[config.mk]
export PLATFORM = sky130hd
export DESIGN_NAME = fp_addsub_sched
export DESIGN_NICKNAME = d
export VERILOG_FILES = /design/src/rtl/fp_addsub_sched.sv
export SDC_FILE = /design/constraint.sdc
export NUM_CORES = 1
export LEC_CHECK = 0
export ABC_AREA = 1
export BUFFER_PORTS_ARGS = -buffer_cell sky130_fd_sc_hd__buf_2
export CAP_MARGIN = 25
export CORE_ASPECT_RATIO = 0.9
export CORE_MARGIN = 3
export CORE_UTILIZATION = 42
export DETAILED_ROUTE_END_ITERATION = 8
export HOLD_SLACK_MARGIN = 0.15
export PLACE_DENSITY = 0.79
export SLEW_MARGIN = 5
export SYNTH_ARGS = -nofsm -noshare
export SYNTH_HDL_FRONTEND = slang
export SYNTH_SLANG_ARGS = --single-unit
[constraint.sdc]
create_clock -name clk -period 2.2 [get_ports clk]
set_clock_uncertainty 0.05 [all_clocks]
set_input_delay 0.22 -clock clk [delete_from_list [all_inputs] [get_ports clk]]
set_output_delay 0.22 -clock clk [all_outputs]
set_load 0.02 [all_outputs]
[src/rtl/fp_addsub_sched.sv]
// Round-robin sequencer for the shared FP add/subtract datapath: it grants one of two
// requesters, holds the operands for EXEC_CYCLES cycles, then returns the registered result.
package fp_pkg;
  typedef enum logic [2:0] {
    ERR_NONE = 3'd0,
    ERR_NAN  = 3'd1,
    ERR_INF  = 3'd2,
    ERR_OVF  = 3'd3,
    ERR_UNF  = 3'd4
  } o_err_t;
endpackage

module fp_addsub_sched
  import fp_pkg::*;
#(
  parameter int unsigned SIG_BITS    = 23,
  parameter int unsigned EXP_BITS    = 8,
  parameter int unsigned EXEC_CYCLES = 2
) (
  input  logic                             clk,
  input  logic                             rst_n,
  input  logic [1:0]                       req_valid,
  output logic [1:0]                       req_ready,
  input  logic                             req0_op,
  input  logic [SIG_BITS+EXP_BITS:0]       req0_a,
  input  logic [SIG_BITS+EXP_BITS:0]       req0_b,
  input  logic                             req1_op,
  input  logic [SIG_BITS+EXP_BITS:0]       req1_a,
  input  logic [SIG_BITS+EXP_BITS:0]       req1_b,
  output logic [1:0]                       rsp_valid,
  input  logic [1:0]                       rsp_ready,
  output logic [SIG_BITS+EXP_BITS:0]       rsp_result,
  output o_err_t                           rsp_err,
  output logic                             au_opcode,
  output logic                             au_sign1,
  output logic [EXP_BITS-1:0]              au_exp1,
  output logic [SIG_BITS-1:0]              au_sig1,
  output logic                             au_sign2,
  output logic [EXP_BITS-1:0]              au_exp2,
  output logic [SIG_BITS-1:0]              au_sig2,
  input  logic [SIG_BITS+EXP_BITS:0]       au_fp_out,
  input  o_err_t                           au_err,
  output logic                             busy
);

  localparam int unsigned W     = SIG_BITS + EXP_BITS + 1;
  localparam int unsigned CNT_W = (EXEC_CYCLES > 1) ? $clog2(EXEC_CYCLES) : 1;

  typedef enum logic [1:0] {
    IDLE = 2'd0,
    EXEC = 2'd1,
    RESP = 2'd2
  } state_e;

  state_e           state_q, state_d;
  logic             prio_q, prio_d;
  logic             owner_q, owner_d;
  logic [CNT_W-1:0] cnt_q, cnt_d;
  logic             op_q, op_d;
  logic [W-1:0]     a_q, a_d;
  logic [W-1:0]     b_q, b_d;
  logic [W-1:0]     res_q, res_d;
  o_err_t           err_q, err_d;

  logic [1:0]       gnt;
  logic             accept;
  logic             gnt_idx;

  always_comb begin
    gnt = '0;
    case (req_valid)
      2'b01:   gnt = 2'b01;
      2'b10:   gnt = 2'b10;
      2'b11:   gnt = prio_q ? 2'b10 : 2'b01;
      default: gnt = '0;
    endcase
  end

  assign req_ready = (state_q == IDLE) ? gnt : '0;
  assign accept    = |(req_valid & req_ready);
  assign gnt_idx   = req_ready[1];

  always_comb begin
    state_d = state_q;
    prio_d  = prio_q;
    owner_d = owner_q;
    cnt_d   = cnt_q;
    op_d    = op_q;
    a_d     = a_q;
    b_d     = b_q;
    res_d   = res_q;
    err_d   = err_q;
    case (state_q)
      IDLE: begin
        if (accept) begin
          op_d    = gnt_idx ? req1_op : req0_op;
          a_d     = gnt_idx ? req1_a  : req0_a;
          b_d     = gnt_idx ? req1_b  : req0_b;
          owner_d = gnt_idx;
          cnt_d   = CNT_W'(EXEC_CYCLES - 1);
          state_d = EXEC;
        end
      end
      EXEC: begin
        if (cnt_q == '0) begin
          res_d   = au_fp_out;
          err_d   = au_err;
          state_d = RESP;
        end else begin
          cnt_d = cnt_q - CNT_W'(1);
        end
      end
      RESP: begin
        // Only the owner's ready bit completes the response; the other bit is ignored.
        if (rsp_ready[owner_q]) begin
          prio_d  = ~owner_q;
          state_d = IDLE;
        end
      end
      default: state_d = IDLE;
    endcase
  end

  always_ff @(posedge clk or negedge rst_n) begin
    if (!rst_n) begin
      state_q <= IDLE;
      prio_q  <= 1'b0;
      owner_q <= 1'b0;
      cnt_q   <= '0;
      op_q    <= 1'b0;
      a_q     <= '0;
      b_q     <= '0;
      res_q   <= '0;
      err_q   <= ERR_NONE;
    end else begin
      state_q <= state_d;
      prio_q  <= prio_d;
      owner_q <= owner_d;
      cnt_q   <= cnt_d;
      op_q    <= op_d;
      a_q     <= a_d;
      b_q     <= b_d;
      res_q   <= res_d;
      err_q   <= err_d;
    end
  end

  assign rsp_valid  = (state_q == RESP) ? (owner_q ? 2'b10 : 2'b01) : 2'b00;
  assign rsp_result = res_q;
  assign rsp_err    = err_q;
  assign busy       = (state_q != IDLE);

  assign au_opcode = op_q;
  assign au_sign1  = a_q[W-1];
  assign au_exp1   = a_q[SIG_BITS +: EXP_BITS];
  assign au_sig1   = a_q[SIG_BITS-1:0];
  assign au_sign2  = b_q[W-1];
  assign au_exp2   = b_q[SIG_BITS +: EXP_BITS];
  assign au_sig2   = b_q[SIG_BITS-1:0];

endmodule

==> results of run 1 <==
cell usage after synthesis (all sizes together):
cell type  count
inv           90
nand3         52
o21ai          4
buf           26
clkbuf        14
nor3           1
dfrtp        105
nor2           8
nand2        423
nand4         16
cell type report:
class	instances	share of cell area, %
Antenna cell	1	0.0290
Clock inverter	4	0.609
Timing Repair Buffer	444	36.1
Tap cell	156	2.26
Sequential cell	105	30.5
Clock buffer	11	2.93
Inverter	90	3.92
Multi-Input combinational cell	504	23.7
metal layers:
layer | routed length [um] | vias up | part of all wire, %
li1 | - | 3029 | -
met1 | 7630 | 3014 | 35
met2 | 10100 | 455 | 47
met3 | 2310 | 138 | 11
met4 | 1480 | 0 | 6.9
met5 | 0 | - | 0
layout by cell type, fill, tap and decap left out:
| cell type | n |
|---|---|
| clkbuf_16 | 9 |
| nand4_1 | 16 |
| nor2_4 | 2 |
| o21ai_1 | 2 |
| nor2_1 | 4 |
| bufinv_16 | 1 |
| nand3_4 | 1 |
| dlygate4sd3_1 | 153 |
| inv_2 | 4 |
| nand2_1 | 421 |
| buf_2 | 274 |
| nor3_1 | 1 |
| clkinv_4 | 2 |
| diode_2 | 1 |
| clkbuf_8 | 2 |
| o21ai_0 | 2 |
| dfrtp_1 | 105 |
| buf_12 | 6 |
| nand2_2 | 1 |
| buf_4 | 10 |
| clkinv_2 | 1 |
| buf_8 | 1 |
| nand3_1 | 51 |
| inv_1 | 86 |
| nor2_2 | 2 |
| nand2_4 | 1 |
worst max-delay path: cells and delay by family (launching register included):
| family | cells | cell delay [ns] |
|---|---|---|
| flip-flops | 1 | 0.45 |
| buffers and inverters | 3 | 0.95 |
| AND/OR/NAND/NOR | 6 | 0.55 |
metrics by stage:
step                      setup TNS [ns]  power, mW  setup slack (ns)
after floorplan                        0       6.97             0.742
after global placement                 0       8.78             0.375
after detailed placement               0       8.93             0.458
after CTS                              0       10.9            0.0299
after global routing            -0.00611       11.9          -0.00611
final                                  0       11.2             0.126
worst min path at each step:
stage                 startpoint            end  slack, ns  cells past startpoint
floorplan                  rst_n         a_q[0]      -0.13                      0
global placement           rst_n  rsp_result[6]       0.04                      1
detailed placement         rst_n  rsp_result[6]       0.05                      1
CTS                 rsp_ready[1]     state_q[1]       0.15                      4
global route          req1_b[23]        b_q[23]       0.18                      5
finish                 req1_b[6]         b_q[6]       0.16                      5
kinds of logic after synthesis:
kind of cell | Yosys count | share of synthesized area, %
flip-flops | 105 | 50.6
AO/OA/AOI/OAI | 4 | 0.386
buffers and inverters | 130 | 10.3
AND/OR/NAND/NOR | 500 | 38.7
registers in the layout, indices dropped and copies added (netlist names):
register	cells
state_q	2
b_q	32
au_opcode	1
rsp_result	32
a_q	32
rsp_err	3
cnt_q	1
prio_q	1
owner_q	1
repair_timing:
item	CTS	global route
endpoints found under the hold margin	205	0
hold buffers	153	0
resized for setup	0	5
endpoints found under the setup margin	0	6
power groups by stage:
stage / clock network, mW / logic [mW] / registers (mW)
floorplan: 0 / 2.39 / 4.58
global placement: 0 / 5.30 / 3.48
detailed placement: 0 / 5.47 / 3.46
CTS: 1.69 / 5.71 / 3.46
global route: 1.77 / 6.51 / 3.63
finish: 1.66 / 5.97 / 3.54
==> reports/metrics.csv, run 1 <==
metric,value,unit
post-layout util,73.4,%
PortBufs,275,
Hold Path Class,in2reg,
Placer Congestion,0.797,
ranking of synthesized cells by area,"dfrtp_1, nand2_1, inv_1",
GRT overflow,0,
Placed Instances,1146,
post-CTS setup buffer count,0,
internal power,5.83,mW
final instance area,8630,sq um
crit-path max FO,42,
status,completed,
multi-input logic area,2050,sq um
Top Usage Layer GRT,met2,
"Slew Viols, Final",0,
worst vdd ir,0.000754,V
Mapped Area,5190,sq um
Worst path slowest cell,dlygate4sd3_1,
Layout area overhead,66.2,%
PD cells,1290,nW/um^2
"Distinct cells, synth",18,
DP Area,6770,sq um
largest net degree at the start of global routing,52,
I/O pins,276,
Critical Path RT,2.43,ns
CTS tree,done,
# nets final,1325,
Ys Warns,0,
Clock power frac,14.9,%
Final Non-Filler Cells,1315,
GR Util met1,34.3,%
CP Launch Type,register,
GRT Util Overall,30.9,%
Chip Width,123,um
FF-to-FF End,b_q[13],
Fmax,0.482,GHz
arrival time worst endpoint,2.30,ns
Max Cap Viol,0,
register area,2630,sq um
Syn Area/Cell,7.02,sq um
Synth Net Count,910,
switching share of power,47.8,%
Sink Count,105,
clk_lat worst skew,0.34,ns
R2R depth,9,
sw power,5.34,mW
Critical Path Start,state_q[0],
Post-DRT Antenna Nets,0,
layout cells sized above 1,27.4,%
Die Span Y,111,um
period utilisation layout,94.3,%
CP max stage delay,0.56,ns
DRT Pass-1 Iters,6,
Yosys reg bits,105,
slew margin rel.,56.4,%
fillcell total,815,
"reg-to-reg slack, setup",0.13,ns
die area,13700,sq um
Max clock buf depth,2,
root buffer cell,clkbuf_16,
most used cell along the critical path,nand2_1,
first-pass GRT wire length,33.7,mm
share of the synthesized area in the top cell type,50.6,%
"Clk pin slew, worst setup/hold paths",0.07,ns
crit end category,register,
FP Rows,37,
post-synthesis sequential area ratio,50.6,%
H-tree level count,3,
min Tclk post-route,2.07,ns
WL/cell,16.3,um
# setup viols final,0,
Min Hold Slack,0.164,ns
grt met2 use,49.4,%
Flop pwr share,31.7,%
Synth area leader,dfrtp_1,
endpoints failing hold,0,
combinational power share,53.5,%
core area,11800,sq um
met3 Track Usage GR,10.5,%
hpwl dp,11.4,mm
Initial Utilization,44.1,%
initial antenna violation count,1,
worst setup path end,b_q[13],
RR Startpoint,state_q[0],
via count,6636,
critical path class,reg2reg,
crit path cell chain,inv_2 -> nand2_2 -> nor2_4 -> buf_8 -> nand2_1 -> nand2_1 -> nand2_1 -> dlygate4sd3_1 -> nand2_1,
vias in the first global route,6714,
Routed WL,21.5,mm
drt drc,0,
Leak,5.25,nW
Synth Instances,739,
cts bufs inserted,9,
DRT iter0 DRCs,647,
vias per cell,5.05,
Worst-Margin Slew,0.653,ns
(Power assumes the default switching activity.)
==> run 2, diff against run 1 <==
--- a/config.mk
+++ b/config.mk
@@ -10,10 +10,10 @@
 export CAP_MARGIN = 25
 export CORE_ASPECT_RATIO = 0.9
 export CORE_MARGIN = 3
-export CORE_UTILIZATION = 42
+export CORE_UTILIZATION = 45
 export DETAILED_ROUTE_END_ITERATION = 8
 export HOLD_SLACK_MARGIN = 0.15
-export PLACE_DENSITY = 0.79
+export PLACE_DENSITY = 0.83
 export SLEW_MARGIN = 5
 export SYNTH_ARGS = -nofsm -noshare
 export SYNTH_HDL_FRONTEND = slang
==> run 2 against run 1 <==
Net effect: clock power increased by 5%; sequential share of layout area rose by 0.40 points; largest power group unchanged; fmax decreased by 2.9%; count of clock-buffer cells in the layout fell by 1; largest cell class unchanged; register-to-register slack worse by 0.06 ns; highest routed layer unchanged; critical endpoint is now a_q[25]; via count decreased by 1.3%; final cell count down 1.1%.
==> reports/metrics.csv, run 2 (synthesis gave the netlist of run 1 again) <==
metric,value,unit
cts bufs inserted,9,
drt drc,0,
Chip Width,119,um
Post-DRT Antenna Nets,0,
"commonest non-fill, non-tap cell in the layout",nand2_1,
most frequent cells in the layout,"nand2_1, buf_2, dlygate4sd3_1",
# setup viols final,0,
Max Cap Viol,0,
initial antenna violation count,1,
DRT iter0 DRCs,499,
hpwl dp,11.4,mm
Placer Congestion,0.865,
critical path class,reg2reg,
arrival time worst endpoint,2.36,ns
Leak,5.13,nW
core area,11000,sq um
Sink Count,105,
multi-input logic area,2050,sq um
CTS tree,done,
Layout area overhead,64.1,%
WL/cell,15.8,um
GRT overflow,0,
Worst path slowest cell,dlygate4sd3_1,
PD cells,1350,nW/um^2
PortBufs,275,
status,completed,
GRT Util Overall,32.2,%
I/O pins,276,
crit path cell chain,inv_2 -> nand2_2 -> nor2_4 -> buf_8 -> nand2_1 -> nand2_1 -> nand2_1 -> dlygate4sd3_1 -> nand2_1,
slew margin rel.,65.6,%
min Tclk post-route,2.13,ns
most used cell along the critical path,nand2_1,
DP Area,6730,sq um
die area,12900,sq um
vias per cell,5.04,
Worst-Margin Slew,0.515,ns
DRT Pass-1 Iters,5,
Hold Path Class,in2reg,
first-pass GRT wire length,33.3,mm
Critical Path RT,2.43,ns
# nets final,1314,
vias in the first global route,6825,
CP max stage delay,0.58,ns
unrepaired setup endpoints after global routing,true,
Fmax,0.468,GHz
CP Launch Type,register,
period utilisation layout,97.0,%
Initial Utilization,47.0,%
Routed WL,20.6,mm
Max clock buf depth,2,
"Slew Viols, Final",0,
root buffer cell,clkbuf_16,
"Clk pin slew, worst setup/hold paths",0.07,ns
endpoints failing hold,0,
layout cells sized above 1,27.8,%
final instance area,8520,sq um
worst vdd ir,0.00104,V
fillcell total,707,
FP Rows,36,
Die Span Y,108,um
H-tree level count,3,
via count,6551,
crit-path max FO,38,
clk_lat worst skew,0.33,ns
post-CTS setup buffer count,0,
largest net degree at the start of global routing,52,
register area,2630,sq um
Fin Setup TNS,0,ns
crit end category,register,
post-layout util,77.2,%
## run 2: changes by cell type in the layout (fill, tap and decap cells not counted)
cell / change
dlygate4sd3_1: -11
buf_12: -3
buf_6: +2
buf_8: +1
bufinv_16: +1
clkbuf_8: -1
clkinv_4: -1
clkinvlp_4: +1
inv_6: +1
nand2_1: -1
nand2_2: +1
## run 2: layout make-up
cell class	count	area share [%]
inverters	90	3.97
repair buffers	433	35.0
multi-input cells	504	24.1
clock inverters	6	1.06
well taps	152	2.23
diodes	1	0.0294
clock buffers	10	2.81
flip-flops and latches	105	30.9
## run 2: repair_timing
| item | CTS | global route |
|---|---|---|
| gates resized for setup | 0 | 9 |
| endpoints found under the setup margin | 0 | 46 |
| hold buffers | 142 | 0 |
| hold endpoints to repair | 125 | 0 |
## run 2: stage by stage
stage                     hold WS (ns)  instances  worst slack [ns]  total power, mW
after floorplan                 -0.126        739             0.742             6.97
final                            0.160       1301            0.0651             11.5
after global routing             0.187       1301           -0.0217             12.2
after detailed placement         0.154       1142             0.584             8.86
after CTS                        0.152       1300            0.0432             11.2
after global placement           0.144       1141             0.399             8.67
## run 2: where the power goes
group	internal, mW	total [mW]	switching [mW]
logic	2.20	6.22	4.03
registers	2.92	3.53	0.613
clock network	1.03	1.75	0.718
total	6.15	11.5	5.36
## run 2: worst paths after layout
| kind | start | to | slack [ns] | cells after the start |
|---|---|---|---|---|
| worst max-delay path | state_q[0] | a_q[25] | 0.07 | 9 |
| worst min-delay path | req1_b[20] | b_q[20] | 0.16 | 5 |
| worst max register to register | state_q[0] | a_q[25] | 0.07 | 9 |
| worst min register to register | rsp_result[28] | rsp_result[28] | 0.42 | 2 |
| max in group asynchronous | rst_n | a_q[13] | 1.16 | 3 |
| min in group asynchronous | rst_n | rsp_result[9] | 0.32 | 2 |
## run 2: critical path, delay by kind of cell (launching register included)
kind | cells | cell delay [ns]
AND/OR/NAND/NOR | 6 | 0.58
flip-flops | 1 | 0.45
buffers and inverters | 3 | 0.96
## run 2: layer usage
layer	routed length, um	share of wire (%)	GRT usage (%)
met5	0	0	0
met4	1100	5.3	18.4
met3	1950	9.5	9.04
met2	9970	48	55.1
met1	7570	37	36.2
